--- src/rtl/switch_arbiter_if.sv ---
// Request/grant/select bundle between the input-buffer request logic,
// the arbiter and the crossbar of one 5-port router tile.
interface switch_arbiter_if;
    logic [2:0] request_L;
    logic [2:0] request_N;
    logic [2:0] request_E;
    logic [2:0] request_S;
    logic [2:0] request_W;
    logic       grant_L;
    logic       grant_N;
    logic       grant_E;
    logic       grant_S;
    logic       grant_W;
    logic [2:0] sel_L;
    logic [2:0] sel_N;
    logic [2:0] sel_E;
    logic [2:0] sel_S;
    logic [2:0] sel_W;
    logic [4:0] out_busy;

    modport master (
        output request_L, request_N, request_E, request_S, request_W,
        input  grant_L, grant_N, grant_E, grant_S, grant_W,
        input  sel_L, sel_N, sel_E, sel_S, sel_W,
        input  out_busy
    );

    modport slave (
        input  request_L, request_N, request_E, request_S, request_W,
        output grant_L, grant_N, grant_E, grant_S, grant_W,
        output sel_L, sel_N, sel_E, sel_S, sel_W,
        output out_busy
    );
endinterface

--- src/rtl/switch_arbiter.sv ---
// Per-output round-robin arbiter with ownership locking for a 5-port switch.
// Optional hold limit: define SWITCH_ARB_HOLD_LIMIT_EN to enable MAX_HOLD expiry.
module switch_arbiter #(
    parameter int MAX_HOLD = 8
) (
    input  logic           clk,
    input  logic           rst,
    switch_arbiter_if.slave arb
);

    localparam logic [2:0] FREE  = 3'd7;
    localparam logic [2:0] PTR_R = 3'd4;

`ifdef SWITCH_ARB_HOLD_LIMIT_EN
    localparam logic [7:0] HOLD_LIM = 8'(MAX_HOLD);
`endif

    // Input requests, index order L,N,E,S,W
    logic [4:0][2:0] req;
    // rmask[o][i] = input i requests output o
    logic [4:0][4:0] rmask;

    logic [4:0][2:0] owner_q, owner_d;
    logic [4:0][2:0] ptr_q, ptr_d;
    logic [4:0]      grant_q, grant_d;
    logic [4:0]      busy_q, busy_d;
`ifdef SWITCH_ARB_HOLD_LIMIT_EN
    logic [4:0][7:0] cnt_q, cnt_d;
`endif

    assign req = {arb.request_W, arb.request_S, arb.request_E,
                  arb.request_N, arb.request_L};

    // First set bit of m scanning p+1, p+2, ... mod 5; FREE if none
    function automatic logic [2:0] rr_pick(input logic [4:0] m,
                                           input logic [2:0] p);
        logic [3:0] idx;
        logic [2:0] w;
        w = FREE;
        for (int k = 5; k >= 1; k--) begin
            idx = {1'b0, p} + 4'(k);
            if (idx >= 4'd5) idx = idx - 4'd5;
            if (m[idx[2:0]]) w = idx[2:0];
        end
        return w;
    endfunction

    // Decode each input's destination into per-output requester sets
    always_comb begin
        rmask = '0;
        for (int o = 0; o < 5; o++) begin
            for (int i = 0; i < 5; i++) begin
                rmask[o][i] = (req[i] == 3'(o));
            end
        end
    end

    // Per-output ownership update and registered grant/busy next values
    always_comb begin
        logic [4:0] oh;
        logic       held;
        logic [2:0] w;
`ifdef SWITCH_ARB_HOLD_LIMIT_EN
        logic [4:0] others;
        others  = '0;
        cnt_d   = cnt_q;
`endif
        owner_d = owner_q;
        ptr_d   = ptr_q;
        grant_d = '0;
        busy_d  = '0;
        oh      = '0;
        held    = 1'b0;
        w       = FREE;
        for (int o = 0; o < 5; o++) begin
            oh   = 5'b00001 << owner_q[o];
            held = |(rmask[o] & oh);
            if (held) begin
`ifdef SWITCH_ARB_HOLD_LIMIT_EN
                others = rmask[o] & ~oh;
                if (cnt_q[o] >= HOLD_LIM && others != '0) begin
                    w          = rr_pick(others, ptr_q[o]);
                    owner_d[o] = w;
                    ptr_d[o]   = w;
                    cnt_d[o]   = 8'd1;
                end else if (cnt_q[o] != 8'hFF) begin
                    cnt_d[o] = cnt_q[o] + 8'd1;
                end
`endif
            end else begin
                w          = rr_pick(rmask[o], ptr_q[o]);
                owner_d[o] = w;
                if (w != FREE) begin
                    ptr_d[o] = w;
`ifdef SWITCH_ARB_HOLD_LIMIT_EN
                    cnt_d[o] = 8'd1;
`endif
                end else begin
`ifdef SWITCH_ARB_HOLD_LIMIT_EN
                    cnt_d[o] = 8'd0;
`endif
                end
            end
        end
        for (int o = 0; o < 5; o++) begin
            busy_d[o] = (owner_d[o] != FREE);
            for (int i = 0; i < 5; i++) begin
                if (rmask[o][i] && owner_d[o] == 3'(i)) grant_d[i] = 1'b1;
            end
        end
    end

    // State and output registers with synchronous reset
    always_ff @(posedge clk) begin
        if (rst) begin
            owner_q <= {5{FREE}};
            ptr_q   <= {5{PTR_R}};
            grant_q <= '0;
            busy_q  <= '0;
`ifdef SWITCH_ARB_HOLD_LIMIT_EN
            cnt_q   <= '0;
`endif
        end else begin
            owner_q <= owner_d;
            ptr_q   <= ptr_d;
            grant_q <= grant_d;
            busy_q  <= busy_d;
`ifdef SWITCH_ARB_HOLD_LIMIT_EN
            cnt_q   <= cnt_d;
`endif
        end
    end

    assign arb.grant_L  = grant_q[0];
    assign arb.grant_N  = grant_q[1];
    assign arb.grant_E  = grant_q[2];
    assign arb.grant_S  = grant_q[3];
    assign arb.grant_W  = grant_q[4];
    assign arb.sel_L    = owner_q[0];
    assign arb.sel_N    = owner_q[1];
    assign arb.sel_E    = owner_q[2];
    assign arb.sel_S    = owner_q[3];
    assign arb.sel_W    = owner_q[4];
    assign arb.out_busy = busy_q;

endmodule

--- src/flat_wrapper.sv ---
// flat-port wrapper written by rule: the top's interface ports become plain ports
module switch_arbiter_flat 
#(
    parameter int MAX_HOLD = 8
)
  (clk, rst, arb_request_L, arb_request_N, arb_request_E, arb_request_S, arb_request_W, arb_grant_L, arb_grant_N, arb_grant_E, arb_grant_S, arb_grant_W, arb_sel_L, arb_sel_N, arb_sel_E, arb_sel_S, arb_sel_W, arb_out_busy);
  switch_arbiter_if arb_i ();
  input  logic clk;
  input  logic rst;
  input wire logic [$bits(arb_i.request_L)-1:0] arb_request_L;
  input wire logic [$bits(arb_i.request_N)-1:0] arb_request_N;
  input wire logic [$bits(arb_i.request_E)-1:0] arb_request_E;
  input wire logic [$bits(arb_i.request_S)-1:0] arb_request_S;
  input wire logic [$bits(arb_i.request_W)-1:0] arb_request_W;
  output wire logic [$bits(arb_i.grant_L)-1:0] arb_grant_L;
  output wire logic [$bits(arb_i.grant_N)-1:0] arb_grant_N;
  output wire logic [$bits(arb_i.grant_E)-1:0] arb_grant_E;
  output wire logic [$bits(arb_i.grant_S)-1:0] arb_grant_S;
  output wire logic [$bits(arb_i.grant_W)-1:0] arb_grant_W;
  output wire logic [$bits(arb_i.sel_L)-1:0] arb_sel_L;
  output wire logic [$bits(arb_i.sel_N)-1:0] arb_sel_N;
  output wire logic [$bits(arb_i.sel_E)-1:0] arb_sel_E;
  output wire logic [$bits(arb_i.sel_S)-1:0] arb_sel_S;
  output wire logic [$bits(arb_i.sel_W)-1:0] arb_sel_W;
  output wire logic [$bits(arb_i.out_busy)-1:0] arb_out_busy;
  assign arb_i.request_L = arb_request_L;
  assign arb_i.request_N = arb_request_N;
  assign arb_i.request_E = arb_request_E;
  assign arb_i.request_S = arb_request_S;
  assign arb_i.request_W = arb_request_W;
  assign arb_grant_L = arb_i.grant_L;
  assign arb_grant_N = arb_i.grant_N;
  assign arb_grant_E = arb_i.grant_E;
  assign arb_grant_S = arb_i.grant_S;
  assign arb_grant_W = arb_i.grant_W;
  assign arb_sel_L = arb_i.sel_L;
  assign arb_sel_N = arb_i.sel_N;
  assign arb_sel_E = arb_i.sel_E;
  assign arb_sel_S = arb_i.sel_S;
  assign arb_sel_W = arb_i.sel_W;
  assign arb_out_busy = arb_i.out_busy;
  switch_arbiter #(.MAX_HOLD(MAX_HOLD)) u_core (.clk(clk), .rst(rst), .arb(arb_i));
endmodule
--- config.mk ---
export PLATFORM = sky130hd
export DESIGN_NAME = switch_arbiter_flat
export DESIGN_NICKNAME = d
export VERILOG_FILES = /design/src/rtl/switch_arbiter_if.sv /design/src/rtl/switch_arbiter.sv /design/src/flat_wrapper.sv
export SDC_FILE = /design/constraint.sdc
export NUM_CORES = 1
export LEC_CHECK = 0
export BUFFER_PORTS_ARGS = -buffer_cell sky130_fd_sc_hd__buf_2
export CAP_MARGIN = 20
export CORE_UTILIZATION = 40
export CTS_CLUSTER_SIZE = 8
export DETAILED_ROUTE_END_ITERATION = 10
export HOLD_SLACK_MARGIN = 0.06
export PLACE_DENSITY = 0.59
export SLEW_MARGIN = 20
export SYNTH_ARGS = -nofsm -noshare
export SYNTH_HDL_FRONTEND = slang
export SYNTH_SLANG_ARGS = --single-unit
--- constraint.sdc ---
create_clock -name clk -period 6.3 [get_ports clk]
set_clock_uncertainty 0.05 [all_clocks]
set_input_delay 0.315 -clock clk [delete_from_list [all_inputs] [get_ports clk]]
set_output_delay 0.315 -clock clk [all_outputs]
set_load 0.01 [all_outputs]
==> results of run 1 <==
cell type report:
type | count | area (sq um)
Timing Repair Buffer | 47 | 250
Sequential cell | 40 | 801
Multi-Input combinational cell | 862 | 6060
Fill cell | 1825 | 9740
Clock buffer | 6 | 139
Tap cell | 225 | 282
Clock inverter | 2 | 38.8
Inverter | 46 | 173
kinds of logic (layout without fill, tap and decap cells):
group	count (synthesis)	count (layout)	synth area share, %
XOR/XNOR	10	10	1.21
flip-flops	40	40	11.1
AND/OR/NAND/NOR	415	415	32.3
multiplexers	44	44	7.27
buffers and inverters	89	101	4.94
adder cells (fa/ha/maj)	58	58	10.6
AO/OA/AOI/OAI	335	335	32.6
flip-flops by register name, indices dropped and copies added (netlist names):
| register | count |
|---|---|
| u_core.ptr_q | 15 |
| u_core.arb.sel_E | 3 |
| u_core.grant_q | 5 |
| u_core.arb.sel_L | 3 |
| u_core.arb.out_busy | 5 |
| u_core.arb.sel_S | 3 |
| u_core.arb.sel_N | 3 |
| u_core.arb.sel_W | 3 |
synthesized netlist by cell type (7+ instances only):
cell / number
mux2i_1: 31
nand3_1: 20
inv_1: 44
o211ai_1: 12
buf_2: 18
xnor2_1: 7
a21o_1: 15
nand2b_1: 38
nor3b_1: 13
o22ai_1: 15
nor2b_1: 30
a211o_1: 9
o31ai_1: 8
o21ai_0: 58
ha_1: 53
dfxtp_1: 40
and3b_1: 7
and2_1: 14
nand2_1: 45
or3b_1: 10
clkbuf_1: 21
nor2_1: 94
a22oi_1: 9
or2_2: 7
o21a_1: 12
a211oi_1: 24
a31oi_1: 16
or3_1: 21
nor3_1: 53
nand3b_1: 12
and3_1: 8
mux2_2: 7
a21oi_1: 70
o21ai_1: 8
report_power, final:
| group | leakage (nW) | total, W | internal (W) | switching [W] |
|---|---|---|---|---|
| Combinational | 2.60 | 0.00331 | 0.00135 | 0.00196 |
| Clock | 0.0871 | 0.000309 | 0.000199 | 0.000110 |
| Sequential | 0.332 | 0.000532 | 0.000359 | 0.000173 |
| Total | 3.02 | 0.00415 | 0.00191 | 0.00224 |
per-layer routing:
metal	routed length, microns	GRT usage [%]	up-vias
met5	0	0	-
met4	268	5.37	0
met3	951	1.49	23
met2	9950	38.6	210
met1	10400	31.9	3680
li1	-	-	3773
per-stage QoR:
| step | std cells | cell area [sq um] | power [W] | utilization, % | setup WS [ns] |
|---|---|---|---|---|---|
| 2_1_floorplan | 991 | 7220 | 0.00310 | - | 2.38 |
| 3_3_place_gp | 1220 | 7560 | 0.00378 | 43.3 | 1.83 |
| 3_5_place_dp | 1220 | 7560 | 0.00379 | 43.3 | 1.77 |
| 4_1_cts | 1228 | 7740 | 0.00412 | 44.3 | 1.74 |
| 5_1_grt | 1228 | 7740 | 0.00454 | 44.3 | 1.31 |
| 6_report | 1228 | 7740 | 0.00415 | 44.3 | 1.69 |
how the worst max path moves through the flow:
| stage | start | end | slack, ns |
|---|---|---|---|
| 4_1_cts | u_core.ptr_q[0] | u_core.grant_q[1] | 1.74 |
| 5_1_grt | u_core.ptr_q[0] | u_core.grant_q[0] | 1.31 |
| 6_report | u_core.ptr_q[0] | u_core.grant_q[1] | 1.69 |
| 3_3_place_gp | u_core.ptr_q[0] | u_core.grant_q[1] | 1.83 |
| 3_5_place_dp | u_core.ptr_q[0] | u_core.grant_q[1] | 1.77 |
| 2_1_floorplan | u_core.ptr_q[9] | u_core.grant_q[0] | 2.38 |
==> summary.txt, run 1 <==
Status
  • Status: completed

Floorplan
  • Initial Utilization: 41.3%
  • Die area: 18600 sq um
  • Chip height: 136 microns
  • Die X: 136 microns
  • Core area: 17500 sq um
  • I/O pin cnt: 42
  • FP Rows: 48

Timing
  • Final Hold Viols: 0
  • RSZ-0062 raised after global routing: false
  • Fmax: 217 MHz
  • Slew @ Worst Pin: 1.10 ns
  • Shortest period the worst path allows: 4.61 ns
  • # setup viols final: 0
  • Fin crit share: 73.1%
  • Fin. max-slew vios: 0
  • Worst hold slack: 0.395 ns
  • Total negative slack: 0 ns
  • Rel. slew slack: 26.5%

Clock tree
  • CTS resizes: 0
  • CTS clk-pin slew, worst paths: 0.06 ns
  • Clock sinks: 40
  • H-tree depth: 2
  • Max Buffers Root-to-Sink: 2
  • CTS Buf Count: 5
  • CTS Hold Buffers Added: 0
  • Root Buffer: clkbuf_16
  • Clk_lat worst skew: 0.28 ns
  • CTS tree: yes
  • Setup fix buffers added after clock tree synthesis: 0

Hold path
  • Hold Crit Start: rst
  • Hold path depth: 2
  • Worst hold endpoint: u_core.arb.out_busy[3]
  • Min-Delay Path Class: primary input to flop

Place
  • Global placement routability congestion: 0.927
  • Dpl hpwl: 16500 microns
  • Port Buffers: 41

Synth
  • Synth warnings: 0
  • Count of cell types in the netlist: 91
  • Post-Syn Nets: 1066
  • Syn Inst Count: 991
  • Sequential area share after synthesis: 11.1%
  • #FFs+latches synth: 40
  • Post-Syn Area: 7220 sq um
  • EDFF count, synth: 0
  • Most area-consuming cells after synthesis: dfxtp_1 (11%), ha_1 (9.2%), nor2_1 (4.9%)
  • Yosys top cell by area: dfxtp_1
  • Top-area cell type share of the netlist area: 11.1%
  • Mean Syn Cell Area: 7.28 sq um
  • Async SR Flop Fraction: 0%
  • Synth Flop Type: dfxtp_1

Worst setup path
  • Worst-path fanout max: 20
  • Reg2Reg Depth: 12
  • Most frequent CP cell: o31ai_1
  • Worst setup SP type: flop
  • Critical path depth: 12
  • Cell family with most CP delay: compound AO/OA/AOI/OAI gates
  • CP required: 6.41 ns
  • CP peak stage delay: 0.72 ns
  • Worst r2r src: u_core.ptr_q[0]
  • WP buf/inv: 1
  • Critical path class: flop to flop
  • Worst path slowest cell: dfxtp_1
  • Crit path cell chain: clkinv_1 > ha_1 > and3b_1 > o31ai_1 > xor2_1 > mux4_2 > a21oi_2 > o21ai_0 > o31ai_1 > a21oi_1 > a221oi_1 > a31oi_1
  • Flop2flop setup slack: 1.69 ns
  • Reg2Reg Capture Point: u_core.grant_q[1]
  • Crit path DAT: 4.72 ns
  • CP Capture Type: flop

Pwr
  • Max VDD drop: 208 uV
  • Power density over the cells: 536 nW/um^2
  • Leakage power: 3.02 nW

Global routing
  • Initial antenna violation count: 0
  • Number of global-route vias before repair: 6869
  • Largest net degree at the start of global routing: 35
  • GRT Overall Usage: 23.0%
  • First-pass GRT wire length: 34500 microns
  • Total grt overflow: 0

Run
  • Max-Cap Viols: 0

Cells and area
  • Most common cell after layout, fill and taps aside: nor2_1
  • Most frequent cells in the layout: nor2_1 (94), a21oi_1 (70), o21ai_0 (58)
  • Share of layout cells above drive strength 1: 10.4%
  • Final net count: 1077
  • Ant. Diodes: 0
  • Area grow syn2layout: 7.28%

Route
  • Total wire length: 21600 microns
  • Via density: 6.26
  • Number of DRC markers in iteration 0: 573
  • Pre-Repair DR Iteration Count: 5
  • WL per Instance: 17.6 microns
  • Total DRC errors in the routed layout: 0
  • Via count: 7686
  • Post-DRT Antenna Nets: 0
Power figures use the tool's default switching activity.
==> inputs of run 2 (changes only) <==
==> constraint.sdc (replaced) <==
create_clock -name clk -period 4.6 [get_ports clk]
set_clock_uncertainty 0.05 [all_clocks]
set_input_delay 0.23 -clock clk [delete_from_list [all_inputs] [get_ports clk]]
set_output_delay 0.23 -clock clk [all_outputs]
set_load 0.01 [all_outputs]
==> run 2 against run 1 <==
Clock power rose by 35%. First-iteration DRC count rose by 30%. Total power rose by 40%. Sequential power rose by 23%. Global-route usage rose by 0.76 points.
==> summary.txt, run 2 (same netlist as run 1, synthesis figures left out) <==
Status
  • Status: completed

Worst setup path
  • Most frequent CP cell: ha_1
  • Crit path cell chain: inv_1 > ha_1 > ha_1 > a21oi_1 > mux2i_1 > mux4_2 > o21ba_2 > a311o_1 > o32ai_2 > o32ai_1 > a41oi_1 > a31oi_1
  • Crit path DAT: 4.26 ns (-0.46 ns)
  • Critical path class: flop to flop
  • Worst path slowest cell: mux4_2
  • Cell family with most CP delay: compound AO/OA/AOI/OAI gates
  • Worst setup SP type: flop
  • Reg2Reg Capture Point: u_core.grant_q[0]
  • Worst r2r src: u_core.ptr_q[10]
  • Reg2Reg Depth: 12 (unchanged)
  • Flop2flop setup slack: 0.46 ns (-1.24 ns)
  • CP Capture Type: flop
  • CP peak stage delay: 0.56 ns (-0.16 ns)
  • WP buf/inv: 1 (unchanged)
  • CP required: 4.71 ns (-1.70 ns)
  • Worst-path fanout max: 9 (-55%)

Route
  • WL per Instance: 17.8 microns (+1.4%)
  • Via density: 6.18 (-1.3%)
  • Pre-Repair DR Iteration Count: 5 (unchanged)
  • Post-DRT Antenna Nets: 0 (unchanged)
  • Total DRC errors in the routed layout: 0 (unchanged)
  • Via count: 7658 (-0.36%)
  • Number of DRC markers in iteration 0: 744 (+30%)
  • Total wire length: 22100 microns (+2.4%)

Timing
  • # setup viols final: 0 (unchanged)
  • Shortest period the worst path allows: 4.14 ns (-0.464 ns)
  • RSZ-0062 raised after global routing: false
  • Final Hold Viols: 0 (unchanged)
  • Rel. slew slack: 36.1% (+9.6 points)
  • Fmax: 241 MHz (+11%)
  • Fin. max-slew vios: 0 (unchanged)
  • Fin crit share: 90.1% (+17 points)
  • Slew @ Worst Pin: 0.952 ns (-0.149 ns)
  • Total negative slack: 0 ns (unchanged)
  • Worst hold slack: 0.289 ns (-0.106 ns)

Floorplan
  • I/O pin cnt: 42 (unchanged)
  • Die area: 18600 sq um (unchanged)
  • Core area: 17500 sq um (unchanged)
  • Chip height: 136 microns (unchanged)
  • FP Rows: 48 (unchanged)
  • Initial Utilization: 41.3% (unchanged)
  • Die X: 136 microns (unchanged)

Place
  • Global placement routability congestion: 0.948 (+2.2%)
  • Dpl hpwl: 17000 microns (+3.1%)
  • Port Buffers: 41 (unchanged)

Clock tree
  • CTS clk-pin slew, worst paths: 0.06 ns (about the same)
  • H-tree depth: 2 (unchanged)
  • CTS Buf Count: 5 (unchanged)
  • Clock sinks: 40 (unchanged)
  • Max Buffers Root-to-Sink: 2 (unchanged)
  • Root Buffer: clkbuf_16
  • CTS tree: yes
  • Clk_lat worst skew: 0.29 ns (about the same)

Cells and area
  • Most common cell after layout, fill and taps aside: nor2_1
  • Top reg by flops: u_core.ptr_q
  • Register area: 801 sq um (unchanged)
  • Most frequent cells in the layout: nor2_1 (94), a21oi_1 (70), o21ai_0 (58)
  • # fillers: 1809 (-0.88%)
  • Ant. Diodes: 0 (unchanged)
  • Share of layout cells above drive strength 1: 11.5% (+1.2 points)
  • Final net count: 1089 (+1.1%)
  • Area grow syn2layout: 8.57%
  • Area of the multi-input gates: 6070 sq um (+0.12%)
  • Max FFs per register: 15 (unchanged)

Global routing
  • GRT Overall Usage: 23.8% (+0.76 points)
  • Largest net degree at the start of global routing: 30 (-14%)
  • Initial antenna violation count: 0 (unchanged)
  • Total grt overflow: 0 (unchanged)
  • First-pass GRT wire length: 35200 microns (+2.1%)
  • Number of global-route vias before repair: 6758 (-1.6%)

Run
  • Max-Cap Viols: 0 (unchanged)

Hold path
  • Worst hold endpoint: u_core.arb.out_busy[3]
  • Hold path depth: 2 (unchanged)
  • Hold Crit Start: rst
  • Min-Delay Path Class: primary input to flop

Pwr
  • Max VDD drop: 279 uV (+34%)
  • Leakage power: 3.08 nW (+2.0%)
  • Power density over the cells: 740 nW/um^2 (+38%)
run 2: cell types whose count changed in the layout (fill, tap and decap cells not counted), sizes merged:
cell	change
buf	+12
clkinv	+1
clkbuf	-1
run 2: stage by stage:
step | area (sq um) | setup slack [ns] | cells | power [W] | util (%)
2_1_floorplan | 7220 | 0.684 | 991 | 0.00425 | -
3_3_place_gp | 7650 | 0.573 | 1232 | 0.00528 | 43.8
3_5_place_dp | 7650 | 0.502 | 1232 | 0.00528 | 43.8
4_1_cts | 7830 | 0.479 | 1240 | 0.00572 | 44.8
5_1_grt | 7830 | 0.185 | 1240 | 0.00630 | 44.8
6_report | 7830 | 0.456 | 1240 | 0.00580 | 44.8
run 2: worst max path at each step:
stage	start	end	slack, ns	depth (start not counted)
floorplan	u_core.ptr_q[9]	u_core.grant_q[0]	0.68	14
global placement	u_core.ptr_q[4]	u_core.grant_q[1]	0.57	13
CTS	u_core.ptr_q[10]	u_core.grant_q[0]	0.48	12
detailed placement	u_core.ptr_q[10]	u_core.grant_q[0]	0.50	12
finish	u_core.ptr_q[10]	u_core.grant_q[0]	0.46	12
global route	u_core.ptr_q[10]	u_core.grant_q[0]	0.19	12
run 2: where the power goes:
part,internal [W],switching [W],total [W]
registers,0.000491,0.000160,0.000652
clock network,0.000258,0.000158,0.000416
logic,0.00190,0.00283,0.00473
total,0.00265,0.00315,0.00580
run 2: final cells by class:
class | count | area share (%)
clock inverters | 3 | 0.607
repair buffers | 59 | 4.34
well taps | 225 | 3.59
inverters | 46 | 2.20
flip-flops and latches | 40 | 10.2
clock buffers | 5 | 1.60
multi-input cells | 862 | 77.4
run 2: per-layer routing:
metal	global-route usage, %	up-vias	part of all wire (%)
li1	-	3807	-
met1	33.7	3590	48
met2	38.4	245	45
met3	2.72	16	5.9
met4	4.88	0	0.86
met5	0	-	0
run 2: repair_timing:
item                       4_1_cts  5_1_grt
gates resized for setup          0        1
buffers inserted                 0        0
setup endpoints to repair        0        1
hold buffers                     0        0
